==> src/rtl/mips_dbg_pkg.sv <==
// -----------------------------------------------------------------------------
// mips_dbg_pkg
// Shared definitions for the mips debug/bring-up blocks: the step controller
// now, and later debug blocks such as a breakpoint unit.
//
// Contents:
//   ST_RUN / ST_HALT / ST_PULSE : encodings for the step-controller FSM states
//   step_state_t                : enum built on those encodings
//   DEB_CYCLES_DEF              : default debounce length, in clocks
// -----------------------------------------------------------------------------
package mips_dbg_pkg;

    localparam logic [1:0] ST_RUN   = 2'd0;
    localparam logic [1:0] ST_HALT  = 2'd1;
    localparam logic [1:0] ST_PULSE = 2'd2;

    localparam int DEB_CYCLES_DEF = 4;

    typedef enum logic [1:0] {
        S_RUN   = ST_RUN,
        S_HALT  = ST_HALT,
        S_PULSE = ST_PULSE
    } step_state_t;

endpackage : mips_dbg_pkg

==> src/rtl/btn_conditioner.sv <==
// -----------------------------------------------------------------------------
// btn_conditioner
// Turns an asynchronous button/pin level into a clean, debounced level and a
// single-cycle rising-edge pulse.
//
// Chain: 2-flop synchroniser -> debouncer -> rising-edge detector.
// Pin-to-pulse latency is 2 + DEB_CYCLES clocks.
//
// Ports:
//   clock  in   system clock, all state on rising edge
//   reset  in   asynchronous, active-low
//   din    in   asynchronous input level
//   level  out  debounced level
//   rise   out  one-cycle pulse on each accepted 0->1 change of level
// -----------------------------------------------------------------------------
module btn_conditioner
    import mips_dbg_pkg::*;
#(
    parameter int DEB_CYCLES = DEB_CYCLES_DEF
) (
    input  logic clock,
    input  logic reset,
    input  logic din,
    output logic level,
    output logic rise
);

    localparam int CW = $clog2(DEB_CYCLES + 1);
    localparam logic [CW-1:0] CNT_LAST = CW'(DEB_CYCLES - 1);

    logic          r_sync1;
    logic          r_sync2;
    logic          r_level;
    logic          r_rise;
    logic [CW-1:0] r_cnt;

    always_ff @(posedge clock or negedge reset) begin
        if (!reset) begin
            r_sync1 <= 1'b0;
            r_sync2 <= 1'b0;
        end else begin
            r_sync1 <= din;
            r_sync2 <= r_sync1;
        end
    end

    // The counter only runs while the synchronised sample differs from the
    // accepted level; any sample that agrees with the level restarts it. When
    // the DEB_CYCLES-th consecutive differing sample arrives, the level flips
    // and the edge pulse is registered in the same clock, so the pulse does
    // not cost an extra cycle of latency.
    always_ff @(posedge clock or negedge reset) begin
        if (!reset) begin
            r_level <= 1'b0;
            r_rise  <= 1'b0;
            r_cnt   <= '0;
        end else begin
            r_rise <= 1'b0;
            if (r_sync2 != r_level) begin
                if (r_cnt == CNT_LAST) begin
                    r_level <= r_sync2;
                    r_rise  <= r_sync2;
                    r_cnt   <= '0;
                end else begin
                    r_cnt <= r_cnt + CW'(1);
                end
            end else begin
                r_cnt <= '0;
            end
        end
    end

    assign level = r_level;
    assign rise  = r_rise;

endmodule : btn_conditioner

==> src/rtl/mips_step_ctrl.sv <==
// -----------------------------------------------------------------------------
// mips_step_ctrl
// Converts the change/step debug pins into a clock-enable for the mips core.
// RUN mode enables the core every cycle; HALT mode enables it for exactly one
// cycle per accepted step press. Also reports the mode and a running count of
// enabled cycles.
//
// Ports:
//   clock        in   system clock, all state on rising edge
//   reset        in   asynchronous, active-low; clears all state
//   change       in   async level; each accepted 0->1 edge toggles RUN/HALT
//   step         in   async level; each accepted 0->1 edge in HALT grants one
//                     core cycle
//   cpu_en       out  registered core clock-enable
//   halted       out  1 while in single-step mode (HALT or PULSE)
//   cycle_count  out  number of cpu_en=1 cycles since reset, wraps silently
// -----------------------------------------------------------------------------
module mips_step_ctrl
    import mips_dbg_pkg::*;
#(
    parameter int DEB_CYCLES = DEB_CYCLES_DEF,
    parameter int CNT_W      = 16
) (
    input  logic             clock,
    input  logic             reset,
    input  logic             change,
    input  logic             step,
    output logic             cpu_en,
    output logic             halted,
    output logic [CNT_W-1:0] cycle_count
);

    logic w_chg_rise;
    logic w_stp_rise;
    // Debounced levels are not needed here; the edge pulses carry everything.
    logic w_chg_level_unused;
    logic w_stp_level_unused;

    step_state_t r_state;
    step_state_t w_next_state;
    logic        r_pend_chg;
    logic        w_next_pend_chg;
    logic        r_cpu_en;
    logic        w_next_cpu_en;
    logic        r_halted;
    logic        w_next_halted;
    logic [CNT_W-1:0] r_cycle_count;

    btn_conditioner #(
        .DEB_CYCLES(DEB_CYCLES)
    ) u_chg_cond (
        .clock(clock),
        .reset(reset),
        .din  (change),
        .level(w_chg_level_unused),
        .rise (w_chg_rise)
    );

    btn_conditioner #(
        .DEB_CYCLES(DEB_CYCLES)
    ) u_stp_cond (
        .clock(clock),
        .reset(reset),
        .din  (step),
        .level(w_stp_level_unused),
        .rise (w_stp_rise)
    );

    // Next-state logic. A change edge that lands during the single PULSE
    // cycle cannot be acted on there (PULSE always returns to HALT so the
    // granted cycle is exactly one), so it is parked in pend_chg and taken
    // from HALT on the following cycle. Change beats step in HALT.
    always_comb begin
        w_next_state    = r_state;
        w_next_pend_chg = r_pend_chg;
        case (r_state)
            S_RUN: begin
                w_next_pend_chg = 1'b0;
                if (w_chg_rise) begin
                    w_next_state = S_HALT;
                end
            end
            S_HALT: begin
                if (w_chg_rise || r_pend_chg) begin
                    w_next_state    = S_RUN;
                    w_next_pend_chg = 1'b0;
                end else if (w_stp_rise) begin
                    w_next_state = S_PULSE;
                end
            end
            S_PULSE: begin
                w_next_state = S_HALT;
                if (w_chg_rise) begin
                    w_next_pend_chg = 1'b1;
                end
            end
            default: begin
                w_next_state    = S_RUN;
                w_next_pend_chg = 1'b0;
            end
        endcase
    end

    // Outputs are decoded from the next state so they register together with
    // the state and line up with it cycle for cycle.
    always_comb begin
        w_next_cpu_en = (w_next_state == S_RUN) || (w_next_state == S_PULSE);
        w_next_halted = (w_next_state != S_RUN);
    end

    // Reset leaves cpu_en low even though the state is RUN; the core gets its
    // first enabled cycle on the first edge after release.
    always_ff @(posedge clock or negedge reset) begin
        if (!reset) begin
            r_state    <= S_RUN;
            r_pend_chg <= 1'b0;
            r_cpu_en   <= 1'b0;
            r_halted   <= 1'b0;
        end else begin
            r_state    <= w_next_state;
            r_pend_chg <= w_next_pend_chg;
            r_cpu_en   <= w_next_cpu_en;
            r_halted   <= w_next_halted;
        end
    end

    // Counts cycles in which the core was actually enabled; rolls over freely.
    always_ff @(posedge clock or negedge reset) begin
        if (!reset) begin
            r_cycle_count <= '0;
        end else begin
            r_cycle_count <= r_cycle_count + CNT_W'(r_cpu_en);
        end
    end

    assign cpu_en      = r_cpu_en;
    assign halted      = r_halted;
    assign cycle_count = r_cycle_count;

endmodule : mips_step_ctrl

==> config.mk <==
export PLATFORM = sky130hd
export DESIGN_NAME = mips_step_ctrl
export DESIGN_NICKNAME = d
export VERILOG_FILES = /design/src/rtl/mips_dbg_pkg.sv /design/src/rtl/btn_conditioner.sv /design/src/rtl/mips_step_ctrl.sv
export SDC_FILE = /design/constraint.sdc
export NUM_CORES = 1
export LEC_CHECK = 0
export BUFFER_PORTS_ARGS = -buffer_cell sky130_fd_sc_hd__buf_4
export CAP_MARGIN = 20
export CORE_ASPECT_RATIO = 0.5
export CORE_MARGIN = 1.5
export CORE_UTILIZATION = 40
export CTS_CLUSTER_SIZE = 30
export DETAILED_ROUTE_END_ITERATION = 8
export GPL_TIMING_DRIVEN = 0
export HOLD_SLACK_MARGIN = 0.15
export MAX_ROUTING_LAYER = met4
export RECOVER_POWER = 50
export SYNTH_ARGS = -nofsm -noshare
export SYNTH_HDL_FRONTEND = slang
export SYNTH_SLANG_ARGS = --single-unit
==> constraint.sdc <==
create_clock -name clock -period 2.53 [get_ports clock]
set_input_delay 0.6325 -clock clock [delete_from_list [all_inputs] [get_ports clock]]
set_output_delay 0.6325 -clock clock [all_outputs]
set_load 0.01 [all_outputs]
# Word-level counts from Yosys, hierarchy flattened
# Index checks and enable logic that the tools add are counted.
# word_totals
regBits	35
latchBits	0
mem_bits_rw	0
rom_bits	0
inputBits	4
output_inout_bits	18
memories	0
# op_classes
n_addsub	3
mul	0
div	0
magnitude_cmp	0
n_eq_ne	9
n_shift	0
n_mux	15
bitwise	0
n_reduce_logical	8
# op_table
op	n
$add 16x1->16	1
$mux 3	4
$add 3x1->3 const B	2
$eq 3x2->1 const B	2
$mux 1	6
$mux 2	3
$pmux 2 s3	1
$reduce_and 2->1	3
$eq 2x2->1 const B	2
$logic_not 2->1	2
$eq 2x1->1 const B	1
$logic_or 1x1->1	2
$ne 1x1->1	2
$ne 2x1->1 const B	1
$ne 2x2->1 const B	1
$pmux 1 s2	1
$reduce_bool 2->1	1

# Logic depth before layout (Yosys ltp)
# Gate-level depths: netlist (run 1).
# logic_depth
ltp_word	5
mapped_depth	5
depth_no_buf	5

# Hierarchy
# From an unflattened synthesis (run 1), not the netlist that was laid out.
# hier_totals
cells_unflattened	101
hier_area_um2	1417.6
# modules_own_cells
mod	instances	cells_each	area_per_inst_um2	seq_area_each_um2
mips_step_ctrl	1	71	904.6	525.5
btn_conditioner	2	15	256.5	175.2

# Least setup slack after synthesis (run 1)
# No wires, ideal clock.
# synth_path
path_kind	register -> register
startpoint	register r_cpu_en (netlist: cpu_en)
endpoint	register r_cycle_count[13] (netlist: cycle_count[13])
t_arrival_ns	1.252
t_required_ns	2.451
path_slack_ns	1.199
path_stages_with_launch	5
path_buffers	0
cell_sequence	dfrtp_1 -> ha_1 -> nand3_1 -> nor4_2 -> xor2_1
# synth_via
elab_chain_len	1
# synth_lines
element	line_no	text
from (decl)	mips_step_ctrl.sv:43	logic r_cpu_en;
from (signal assigned)	mips_step_ctrl.sv:122	r_cpu_en <= w_next_cpu_en;
$add 16x1->16	mips_step_ctrl.sv:132	r_cycle_count <= r_cycle_count + CNT_W'(r_cpu_en);
to (signal assigned)	mips_step_ctrl.sv:132	
to (decl)	mips_step_ctrl.sv:47	logic [CNT_W-1:0] r_cycle_count;
# Every way passes these cells.
# A chain may end at the register's enable or synchronous reset.

# Worst setup path in the final report (run 1)
# layout_path
startpoint	register r_cycle_count[3] (netlist: cycle_count[3])
endpoint	output port cycle_count[3]
# layout_rtl
element	line_no	text
to (decl)	mips_step_ctrl.sv:30	output logic [CNT_W-1:0] cycle_count
# No word-level cell between the ends.

==> impl_metrics.prom, run 1 <==
# TYPE chip_impl_metric gauge
chip_impl_info{name="result_of_the_run",value="completed"} 1
chip_impl_metric{name="fraction_of_synthesized_cell_area_in_xor_and_xnor_cells",unit=""} 0.102
chip_impl_metric{name="synth-simple-area-share",unit=""} 0.184
chip_impl_metric{name="final_min_period",unit="ps"} 1560
chip_impl_info{name="synth_area_leader_cell",value="dfrtp_1"} 1
chip_impl_metric{name="cap_viol_max_count",unit=""} 0
chip_impl_metric{name="gp_congestion",unit=""} 0.693
chip_impl_metric{name="detailedRoute.firstIterationViolations",unit=""} 36
chip_impl_metric{name="floorplan.core_area",unit="sq um"} 3140
chip_impl_metric{name="floorplan.io_pins",unit=""} 22
chip_impl_metric{name="power.share.switching",unit=""} 0.313
chip_impl_metric{name="detail_route.vias_per_cell",unit=""} 4.77
chip_impl_metric{name="dr.pass1.iters",unit=""} 4
chip_impl_metric{name="nets",unit=""} 137
chip_impl_metric{name="path_clk_slew",unit="ps"} 70
chip_impl_metric{name="synth.yosys.seq_area_share",unit=""} 0.639
chip_impl_info{name="final_cell_mix",value="dfrtp_1 (35), buf_4 (19), xor2_1 (10)"} 1
chip_impl_metric{name="starting_density",unit=""} 0.437
chip_impl_metric{name="power_frac_seq",unit=""} 0.492
chip_impl_metric{name="flop_to_flop_setup_slack",unit="ps"} 1080
chip_impl_metric{name="ir_worst_vdd",unit="mV"} 0.440
chip_impl_metric{name="fp.dieW",unit="microns"} 85.8
chip_impl_metric{name="layout_worst_path_cycle_share",unit=""} 0.618
chip_impl_metric{name="leakage_power_total",unit="nW"} 0.818
chip_impl_info{name="synth_top_family_by_area",value="simple AND/OR/NAND/NOR gates"} 1
chip_impl_metric{name="wl",unit="microns"} 1970
chip_impl_metric{name="detail-route-antenna-nets",unit=""} 0
chip_impl_metric{name="layout-drive-gt1-share",unit=""} 0.277
chip_impl_metric{name="cts_inserted_buffers",unit=""} 5
chip_impl_info{name="crit_slowest_cell",value="dfrtp_1"} 1
chip_impl_metric{name="synth_nets",unit=""} 109
chip_impl_info{name="synth.area.top_cells",value="dfrtp_1 (64%), xor2_1 (6.4%), xnor2_1 (3.8%)"} 1
chip_impl_metric{name="required",unit="ps"} 1900
chip_impl_metric{name="ctsLongestPathBuffers",unit=""} 2
chip_impl_metric{name="ys_ff_latch",unit=""} 35
chip_impl_metric{name="stdcell_count",unit=""} 170
chip_impl_metric{name="grt-ovfl-total",unit=""} 0
chip_impl_metric{name="global_route_wire_length_before_repair",unit="microns"} 3550
chip_impl_metric{name="max_freq",unit="MHz"} 640
chip_impl_metric{name="final_max_slew_viol_count",unit=""} 0
chip_impl_metric{name="diodes_inserted",unit=""} 0
chip_impl_metric{name="combPwrFrac",unit=""} 0.253
chip_impl_metric{name="detail_route.drc_violations",unit=""} 0
chip_impl_metric{name="p_clk_frac",unit=""} 0.254
chip_impl_metric{name="synth_mux_area_frac",unit=""} 0.0164
chip_impl_metric{name="synthesis.area",unit="sq um"} 1370
chip_impl_metric{name="grt_antenna_before_repair",unit=""} 0
chip_impl_info{name="worst_setup_path_start_kind",value="flop"} 1
chip_impl_metric{name="cts_hold_buffers",unit=""} 0
chip_impl_info{name="critical_path_class",value="reg -> out"} 1
chip_impl_info{name="critical_path.endpoint_type",value="primary output"} 1
chip_impl_metric{name="yosysWarnings",unit=""} 0
chip_impl_metric{name="relSlewSlack",unit=""} 0.718
chip_impl_metric{name="cts_resized",unit=""} 0
chip_impl_metric{name="largest_net_degree_at_the_start_of_global_routing",unit=""} 36
chip_impl_metric{name="detail_route.wl_per_cell",unit="microns"} 11.6
chip_impl_info{name="critical-path-top-delay-family",value="flip-flops"} 1
chip_impl_metric{name="die-area",unit="sq um"} 3810
chip_impl_info{name="layout.cells.most_common",value="dfrtp_1"} 1
chip_impl_metric{name="netlist_instances",unit=""} 101
chip_impl_metric{name="p_int",unit="W"} 0.00114
chip_impl_info{name="timing.critical_path.cells",value="buf_4"} 1
chip_impl_metric{name="htree_num_levels",unit=""} 2
chip_impl_metric{name="placementRows",unit=""} 14
chip_impl_info{name="grt_setup_unrepaired",value="false"} 1
chip_impl_metric{name="dpl.cell_count",unit=""} 162
chip_impl_metric{name="tns",unit="ps"} 0
chip_impl_metric{name="hold_violations",unit=""} 0
chip_impl_info{name="ctsRootBufferMaster",value="clkbuf_8"} 1
chip_impl_metric{name="ys_types",unit=""} 19
chip_impl_metric{name="via_count",unit=""} 811
chip_impl_metric{name="post_synth.cell_area_avg",unit="sq um"} 13.6
chip_impl_metric{name="finClkSkew",unit="ps"} 7.42
chip_impl_metric{name="cp.buffers_inverters",unit=""} 1
chip_impl_metric{name="fillerInstances",unit=""} 280
chip_impl_metric{name="grt_pass1_vias",unit=""} 842
chip_impl_metric{name="critical_path.max_stage_delay",unit="ps"} 480
chip_impl_metric{name="hpwl",unit="microns"} 1370
chip_impl_metric{name="final_setup_violation_count",unit=""} 0
chip_impl_metric{name="grt_use_total",unit=""} 0.135
chip_impl_metric{name="total_switching_power",unit="W"} 0.000519
chip_impl_metric{name="die_height",unit="microns"} 44.4
chip_impl_metric{name="worstSkewPairLatency",unit="ps"} 280
chip_impl_metric{name="portion_of_synthesized_cell_area_occupied_by_the_leading_cell_type",unit=""} 0.639
chip_impl_info{name="cts_tree",value="yes"} 1
chip_impl_metric{name="arrival",unit="ps"} 930
chip_impl_metric{name="synth_compound_area_frac",unit=""} 0.0109
chip_impl_metric{name="postCtsSetupRepairBufs",unit=""} 0
chip_impl_metric{name="max_slew.worst_pin.slew",unit="ps"} 424
chip_impl_info{name="worstHoldPathType",value="in -> async"} 1
chip_impl_metric{name="power-per-cell-area",unit="nW/um^2"} 988
chip_impl_metric{name="cp_max_fo",unit=""} 6
chip_impl_metric{name="clock_sink_count",unit=""} 35
chip_impl_metric{name="layout-area-overhead-vs-synth",unit="%"} 22.4
chip_impl_metric{name="synth-adder-area-share",unit=""} 0.0365
chip_impl_metric{name="port_buffers",unit=""} 21
==> logic make-up after synthesis <==
kind of cell               after synthesis
and+or+nand+nor                         38
DFF                                     35
xor gates and xnor gates                16
buffers and inverters                    4
adders and majority gates                4
AOI/OAI and AO/OA                        2
muxes                                    2
==> routing by layer <==
layer  routed length [microns]  share of wire  vias up  GRT usage
met5                         0              0        -          -
met4                        24          0.012        0     0.0677
met3                       109          0.055        2     0.0634
met2                       897           0.45       17      0.211
met1                       943           0.48      391      0.147
li1                          -              -      401          -
==> power by group through the flow <==
stage          sequential, W  clock [W]  combinational (W)
3_5_place_dp        0.000829          0           0.000432
6_report            0.000816   0.000422           0.000420
3_3_place_gp        0.000824          0           0.000419
2_1_floorplan       0.000847          0           0.000220
4_1_cts             0.000818   0.000437           0.000432
5_1_grt             0.000842   0.000466           0.000486
==> sequential cells by signal, summed over array words and instances, names as in the netlist, 2 cells and up <==
signal            cells
cycle_count          16
u_chg_cond.r_cnt      3
u_stp_cond.r_cnt      3
r_state               2
==> final timing paths <==
check                              startpoint                  to  cells after the start
min                                     reset  u_stp_cond.r_sync2                      1
min in group clock         u_stp_cond.r_sync1  u_stp_cond.r_sync2                      0
max reg2reg                            cpu_en     cycle_count[15]                      4
min reg2reg                u_stp_cond.r_sync1  u_stp_cond.r_sync2                      0
max in group asynchronous               reset      cycle_count[6]                      1
max                            cycle_count[3]      cycle_count[3]                      1
==> synthesized netlist by cell type, drive strengths merged <==
cell type  instances
nor3b              4
nand2              5
and3b              2
xnor2              6
o21bai             1
inv                4
nor3               6
ha                 4
nand3              5
nand4              3
or4b               1
dfrtp             35
o21a               1
nor2               5
xor2              10
mux2               2
nor4               4
nor2b              3
==> area by class of cell <==
class                           count  area [sq um]  area share
Clock buffer                        6          82.6      0.0492
Clock inverter                      2          16.3     0.00969
Inverter                            4          15.0     0.00895
Multi-Input combinational cell     62           480       0.286
Sequential cell                    35           876       0.522
Tap cell                           40          50.0      0.0298
Timing Repair Buffer               21           158      0.0940
==> per-stage QoR <==
| stage | worst slack, ps | hold WS (ps) | total power [W] | area (sq um) | util |
|---|---|---|---|---|---|
| 2_1_floorplan | 1200 | 331 | 0.00107 | 1370 | - |
| 3_3_place_gp | 1100 | 332 | 0.00124 | 1580 | 0.504 |
| 3_5_place_dp | 1070 | 338 | 0.00126 | 1580 | 0.504 |
| 4_1_cts | 953 | 294 | 0.00169 | 1680 | 0.535 |
| 5_1_grt | 916 | 302 | 0.00179 | 1680 | 0.535 |
| 6_report | 967 | 280 | 0.00166 | 1680 | 0.535 |
Note: power is estimated with default switching activity, not from simulation.
==> run 2, diff against run 1 <==
==> constraint.sdc (replaced) <==
create_clock -name clock -period 1.39 [get_ports clock]
set_input_delay 0.3475 -clock clock [delete_from_list [all_inputs] [get_ports clock]]
set_output_delay 0.3475 -clock clock [all_outputs]
set_load 0.01 [all_outputs]
==> impl_metrics.prom, run 2 (same netlist as run 1, synthesis figures left out) <==
# TYPE chip_impl_metric gauge
chip_impl_metric{name="global_route_wire_length_before_repair",unit="microns"} 3640
chip_impl_metric{name="dpl.cell_count",unit=""} 162
chip_impl_metric{name="ctsLongestPathBuffers",unit=""} 2
chip_impl_metric{name="floorplan.io_pins",unit=""} 22
chip_impl_metric{name="layout-area-overhead-vs-synth",unit="%"} 32.4
chip_impl_metric{name="finClkSkew",unit="ps"} 8.01
chip_impl_info{name="cts_tree",value="yes"} 1
chip_impl_metric{name="max_freq",unit="MHz"} 754
chip_impl_info{name="ctsRootBufferMaster",value="clkbuf_8"} 1
chip_impl_metric{name="stdcell_area",unit="sq um"} 1820
chip_impl_metric{name="cap_viol_max_count",unit=""} 0
chip_impl_metric{name="die-area",unit="sq um"} 3810
chip_impl_metric{name="stdcell_count",unit=""} 176
chip_impl_metric{name="detail_route.wl_per_cell",unit="microns"} 12.0
chip_impl_metric{name="die_height",unit="microns"} 44.4
chip_impl_metric{name="detail_route.vias_per_cell",unit=""} 4.81
chip_impl_info{name="final_cell_mix",value="dfrtp_1 (35), buf_4 (21), xor2_1 (10)"} 1
chip_impl_metric{name="placementRows",unit=""} 14
chip_impl_metric{name="relSlewSlack",unit=""} 0.505
chip_impl_info{name="result_of_the_run",value="completed"} 1
chip_impl_info{name="layout.cells.most_common",value="dfrtp_1"} 1
chip_impl_metric{name="port_buffers",unit=""} 21
chip_impl_metric{name="path_clk_slew",unit="ps"} 70
chip_impl_metric{name="hpwl",unit="microns"} 1370
chip_impl_metric{name="ir_worst_vdd",unit="mV"} 0.846
chip_impl_metric{name="final_min_period",unit="ps"} 1330
chip_impl_metric{name="fp.dieW",unit="microns"} 85.8
chip_impl_metric{name="diodes_inserted",unit=""} 0
chip_impl_metric{name="required",unit="ps"} 1600
chip_impl_metric{name="via_count",unit=""} 847
chip_impl_metric{name="max_slew.worst_pin.slew",unit="ps"} 743
chip_impl_metric{name="grt-ovfl-total",unit=""} 0
chip_impl_metric{name="clock_sink_count",unit=""} 35
chip_impl_metric{name="place_area",unit="sq um"} 1580
chip_impl_info{name="critical_path_class",value="reg -> reg"} 1
chip_impl_info{name="worstHoldPathType",value="reg -> reg"} 1
chip_impl_metric{name="grt_pass1_vias",unit=""} 851
chip_impl_metric{name="wl",unit="microns"} 2120
chip_impl_metric{name="hold_violations",unit=""} 0
chip_impl_metric{name="leakage_power_total",unit="nW"} 0.912
chip_impl_metric{name="starting_density",unit=""} 0.437
chip_impl_metric{name="htree_num_levels",unit=""} 2
chip_impl_metric{name="detail-route-antenna-nets",unit=""} 0
chip_impl_metric{name="dr.pass1.iters",unit=""} 4
chip_impl_metric{name="worstSkewPairLatency",unit="ps"} 280
chip_impl_metric{name="detail_route.drc_violations",unit=""} 0
chip_impl_metric{name="layout-drive-gt1-share",unit=""} 0.331
chip_impl_metric{name="flip_flop_count_of_the_largest_register_after_layout",unit=""} 16
chip_impl_metric{name="grt_use_total",unit=""} 0.138
chip_impl_metric{name="cts_inserted_buffers",unit=""} 5
chip_impl_info{name="worst_setup_path_start_kind",value="flop"} 1
chip_impl_info{name="critical_path.endpoint_type",value="flop"} 1
chip_impl_metric{name="layout_worst_path_cycle_share",unit=""} 0.954
chip_impl_metric{name="cp_max_fo",unit=""} 6
chip_impl_metric{name="gp_congestion",unit=""} 0.693
chip_impl_metric{name="detailedRoute.firstIterationViolations",unit=""} 38
chip_impl_metric{name="final_setup_violation_count",unit=""} 0
chip_impl_metric{name="grt_antenna_before_repair",unit=""} 0
chip_impl_metric{name="nets",unit=""} 143
chip_impl_metric{name="floorplan.core_area",unit="sq um"} 3140
chip_impl_metric{name="final_max_slew_viol_count",unit=""} 0
chip_impl_metric{name="arrival",unit="ps"} 1530
chip_impl_metric{name="largest_net_degree_at_the_start_of_global_routing",unit=""} 36
chip_impl_metric{name="power-per-cell-area",unit="nW/um^2"} 1760
## run 2: cell count changes in the layout (fill, tap and decap cells not counted), sizes merged
cell | before | now
dlygate4sd3 | 0 | 3
buf | 19 | 22
## run 2: per-layer routing
metal / share of wire / GRT usage / vias up
li1: - / - / 417
met2: 0.48 / 0.219 / 16
met4: 0.011 / 0.0677 / 0
met1: 0.47 / 0.151 / 412
met5: 0 / - / -
met3: 0.048 / 0.0634 / 2
## run 2: path summary, 6_finish.rpt
path                       slack, ps  cells past startpoint               start                  to
min                              350                      0  u_stp_cond.r_sync1  u_stp_cond.r_sync2
max in group asynchronous        220                      2               reset      cycle_count[6]
max reg2reg                       60                      4      cycle_count[3]     cycle_count[13]
min in group asynchronous        680                      2               reset  u_stp_cond.r_sync2
min reg2reg                      350                      0  u_stp_cond.r_sync1  u_stp_cond.r_sync2
max                               60                      4      cycle_count[3]     cycle_count[13]
## run 2: power by group
| group | internal, W | total, W | switching, W |
|---|---|---|---|
| logic | 0.000490 | 0.000902 | 0.000413 |
| clock network | 0.000404 | 0.000768 | 0.000365 |
| registers | 0.00126 | 0.00153 | 0.000269 |
## run 2: final cells by class
cell class              instances  area, sq um
fillers                       268         1320
flip-flops and latches         35          876
multi-input cells              62          568
repair buffers                 27          208
clock buffers                   6         82.6
well taps                      40         50.0
clock inverters                 2         16.3
inverters                       4         15.0
## run 2: metrics by stage
| stage | utilization | power, W | setup WS, ps | setup TNS, ps | hold slack [ps] |
|---|---|---|---|---|---|
| detailed placement | 0.504 | 0.00230 | -71.7 | -110 | 321 |
| CTS | 0.542 | 0.00310 | 10.9 | 0 | 157 |
| global placement | 0.504 | 0.00226 | -41.1 | -80.0 | 324 |
| global route | 0.579 | 0.00346 | -15.1 | -15.1 | 358 |
| finish | 0.579 | 0.00320 | 64.4 | 0 | 352 |
| floorplan | - | 0.00194 | 59.0 | 0 | 51.9 |
## run 2: worst max-delay path: stages (launching register included)
cell and delay, ps:
dfrtp_1 480, nand4_4 160, buf_4 180, nor4_2 270, xor2_1 170
## run 2: what timing repair did
item,4_1_cts,5_1_grt
buffers inserted,0,3
pin swaps,0,3
endpoints found under the setup margin,4,7
hold endpoints to repair,35,2
gates resized for setup,3,11
hold buffers,1,2
==> run 3, diff against run 2 <==
--- a/config.mk
+++ b/config.mk
@@ -5,8 +5,9 @@
 export SDC_FILE = /design/constraint.sdc
 export NUM_CORES = 1
 export LEC_CHECK = 0
+export ABC_AREA = 1
 export BUFFER_PORTS_ARGS = -buffer_cell sky130_fd_sc_hd__buf_4
-export CAP_MARGIN = 20
+export CAP_MARGIN = 0
 export CORE_ASPECT_RATIO = 0.5
 export CORE_MARGIN = 1.5
 export CORE_UTILIZATION = 40
==> impl_metrics.prom, run 3 <==
# TYPE chip_impl_metric gauge
chip_impl_metric{name="power-per-cell-area",unit="nW/um^2"} 1720
chip_impl_metric{name="finClkSkew",unit="ps"} 2.53
chip_impl_metric{name="grt_pass1_vias",unit=""} 880
chip_impl_metric{name="portion_of_synthesized_cell_area_occupied_by_the_leading_cell_type",unit=""} 0.596
chip_impl_info{name="worst_setup_path_start_kind",value="flop"} 1
chip_impl_metric{name="floorplan.io_pins",unit=""} 22
chip_impl_metric{name="detail_route.vias_per_cell",unit=""} 4.38
chip_impl_metric{name="hold_violations",unit=""} 0
chip_impl_metric{name="yosysWarnings",unit=""} 0
chip_impl_metric{name="cp.buffers_inverters",unit=""} 0
chip_impl_info{name="result_of_the_run",value="completed"} 1
chip_impl_metric{name="floorplan.core_area",unit="sq um"} 3470
chip_impl_metric{name="detail-route-antenna-nets",unit=""} 0
chip_impl_metric{name="cp_max_fo",unit=""} 7
chip_impl_metric{name="flip_flop_count_of_the_largest_register_after_layout",unit=""} 16
chip_impl_metric{name="synth.yosys.seq_area_share",unit=""} 0.596
chip_impl_metric{name="synth_edf_count",unit=""} 0
chip_impl_metric{name="cts_inserted_buffers",unit=""} 5
chip_impl_metric{name="ir_worst_vdd",unit="mV"} 0.603
chip_impl_metric{name="arrival",unit="ps"} 1520
chip_impl_metric{name="clock_sink_count",unit=""} 35
chip_impl_metric{name="wl",unit="microns"} 2580
chip_impl_metric{name="fillerInstances",unit=""} 307
chip_impl_metric{name="ys_ff_latch",unit=""} 35
chip_impl_metric{name="htree_num_levels",unit=""} 2
chip_impl_metric{name="r2r.worst_path.cells",unit=""} 6
chip_impl_info{name="final_cell_mix",value="nand2_1 (35), dfrtp_1 (35), buf_4 (20)"} 1
chip_impl_metric{name="post_synth.cell_area_avg",unit="sq um"} 9.93
chip_impl_metric{name="hpwl",unit="microns"} 1730
chip_impl_metric{name="gp_congestion",unit=""} 0.818
chip_impl_metric{name="cap_viol_max_count",unit=""} 0
chip_impl_metric{name="max_freq",unit="MHz"} 742
chip_impl_metric{name="synthesis.area",unit="sq um"} 1470
chip_impl_info{name="postSynth.topFlopCell",value="dfrtp_1"} 1
chip_impl_metric{name="leakage_power_total",unit="nW"} 0.886
chip_impl_metric{name="timing.hold.worst_path_depth",unit=""} 1
chip_impl_info{name="crit_slowest_cell",value="dfrtp_1"} 1
chip_impl_metric{name="placementRows",unit=""} 15
chip_impl_metric{name="layout_worst_path_cycle_share",unit=""} 0.970
chip_impl_metric{name="netlist_instances",unit=""} 148
chip_impl_metric{name="ctsLongestPathBuffers",unit=""} 2
chip_impl_metric{name="port_buffers",unit=""} 21
chip_impl_metric{name="relSlewSlack",unit=""} 0.706
chip_impl_metric{name="layout-area-overhead-vs-synth",unit="%"} 25.1
chip_impl_metric{name="dr.pass1.iters",unit=""} 4
chip_impl_metric{name="final_max_slew_viol_count",unit=""} 0
chip_impl_metric{name="layout-drive-gt1-share",unit=""} 0.253
chip_impl_metric{name="max_slew.worst_pin.slew",unit="ps"} 441
chip_impl_metric{name="starting_density",unit=""} 0.423
chip_impl_info{name="ctsRootBufferMaster",value="clkbuf_8"} 1
chip_impl_metric{name="ys_types",unit=""} 19
chip_impl_metric{name="grt-ovfl-total",unit=""} 0
chip_impl_metric{name="global_route_wire_length_before_repair",unit="microns"} 4000
chip_impl_metric{name="path_clk_slew",unit="ps"} 70
chip_impl_metric{name="die_height",unit="microns"} 45.9
chip_impl_info{name="cts_tree",value="yes"} 1
chip_impl_metric{name="detail_route.drc_violations",unit=""} 0
chip_impl_metric{name="logic_depth_of_the_worst_path_buffers_included",unit=""} 6
chip_impl_metric{name="detail_route.wl_per_cell",unit="microns"} 11.3
chip_impl_metric{name="final_setup_violation_count",unit=""} 0
chip_impl_metric{name="stdcell_area",unit="sq um"} 1840
chip_impl_info{name="critical-path-top-delay-family",value="flip-flops"} 1
chip_impl_info{name="critical_path_class",value="reg -> reg"} 1
chip_impl_metric{name="critical_path.max_stage_delay",unit="ps"} 400
chip_impl_metric{name="via_count",unit=""} 1004
chip_impl_info{name="grt_setup_unrepaired",value="true"} 1
chip_impl_info{name="synth_area_leader_cell",value="dfrtp_1"} 1
chip_impl_metric{name="largest_net_degree_at_the_start_of_global_routing",unit=""} 36
chip_impl_metric{name="detailedRoute.firstIterationViolations",unit=""} 24
chip_impl_metric{name="fin_total_pwr",unit="W"} 0.00316
chip_impl_info{name="critical_path.endpoint_type",value="flop"} 1
chip_impl_metric{name="grt_antenna_before_repair",unit=""} 0
chip_impl_metric{name="fp.dieW",unit="microns"} 88.7
chip_impl_info{name="timing.critical_path.cells",value="ha_4 > ha_4 > nand3_4 > nor2_4 > nand2_2 > xor2_1"} 1
chip_impl_metric{name="hold-worst-slack",unit="ps"} 190
chip_impl_metric{name="place_area",unit="sq um"} 1690
chip_impl_metric{name="worstSkewPairLatency",unit="ps"} 280
chip_impl_info{name="post_synth_top_cells",value="dfrtp_1 (35), nand2_1 (35), inv_1 (19), nor2_1 (15)"} 1
chip_impl_info{name="synth.area.top_cells",value="dfrtp_1 (60%), nand2_1 (8.9%), inv_1 (4.9%)"} 1
chip_impl_metric{name="die-area",unit="sq um"} 4070
chip_impl_metric{name="required",unit="ps"} 1560
chip_impl_metric{name="grt_use_total",unit=""} 0.144
chip_impl_metric{name="ys_async_sr_fraction",unit=""} 1.00
chip_impl_info{name="cp_common_cell",value="ha_4"} 1
chip_impl_metric{name="synth_nets",unit=""} 156
chip_impl_metric{name="final_min_period",unit="ps"} 1350
chip_impl_metric{name="nets",unit=""} 186
chip_impl_metric{name="diodes_inserted",unit=""} 0
chip_impl_info{name="worstHoldPathType",value="in -> reg"} 1
run 3: cell count changes after synthesis, sizes merged, moves of 2 or more:
cell / before / now
nor2b: 3 / 0
nor3b: 4 / 0
and3b: 2 / 0
inv: 4 / 19
nand2: 5 / 41
xor2: 10 / 5
mux2: 2 / 0
or2: 0 / 2
nor4: 4 / 0
nor2: 5 / 20
o21ai: 0 / 3
nor3: 6 / 4
run 3: final timing paths:
| check | start | to | slack (ps) |
|---|---|---|---|
| max in group asynchronous | reset | cycle_count[0] | 520 |
| min | step | u_stp_cond.r_sync1 | 190 |
| max | cycle_count[0] | cycle_count[10] | 40 |
| min reg2reg | u_stp_cond.r_sync1 | u_stp_cond.r_sync2 | 360 |
| min in group asynchronous | reset | cycle_count[11] | 560 |
| max reg2reg | cycle_count[0] | cycle_count[10] | 40 |
run 3: worst register-to-register path: cells and delay by family (launching register included):
family | cells | cell delay, ps
XOR/XNOR | 1 | 140
flip-flops | 1 | 400
AND/OR/NAND/NOR | 3 | 380
adder cells (fa/ha/maj) | 2 | 320
run 3: what timing repair did:
item | 4_1_cts | 5_1_grt
gates resized for setup | 4 | 3
hold buffers | 1 | 0
setup endpoints to repair | 4 | 4
setup buffers | 0 | 1
hold endpoints to repair | 35 | 0
pin swaps | 1 | 2
run 3: logic make-up (layout without fill, tap and decap cells):
logic type	after synthesis	after routing	synth area share
compound gates	3	3	0.0102
xor+xnor	10	10	0.0596
fa+ha+maj	4	4	0.0341
buf+inv	19	49	0.0486
flops	35	35	0.596
simple gates	77	77	0.251
run 3: layout make-up:
class	count	area, sq um	area share
multi-input cells	94	564	0.307
repair buffers	23	175	0.0953
flip-flops and latches	35	876	0.477
inverters	19	71.3	0.0388
well taps	51	63.8	0.0347
clock buffers	6	82.6	0.0449
clock inverters	1	5.00	0.00272
run 3: where the power goes:
| part | internal [W] | leakage [nW] | total, W | switching, W |
|---|---|---|---|---|
| sequential | 0.00125 | 0.453 | 0.00148 | 0.000232 |
| clock | 0.000388 | 0.0470 | 0.000725 | 0.000336 |
| combinational | 0.000473 | 0.386 | 0.000949 | 0.000476 |
| total | 0.00211 | 0.886 | 0.00316 | 0.00104 |
run 3: routing by layer:
layer / part of all wire / up-vias / global-route usage
met5: 0 / - / -
met4: 0.014 / 0 / 0.0750
met1: 0.46 / 469 / 0.161
li1: - / 514 / -
met2: 0.48 / 17 / 0.233
met3: 0.038 / 4 / 0.0489
run 3: per-stage QoR:
step / setup TNS (ps) / instances / worst slack [ps] / util
finish: 0 / 229 / 42.0 / 0.529
detailed placement: -106 / 220 / -31.9 / 0.487
floorplan: 0 / 148 / 24.6 / -
global placement: -78.3 / 220 / -28.1 / 0.487
global route: -161 / 229 / -48.3 / 0.529
CTS: 0 / 228 / 12.1 / 0.521
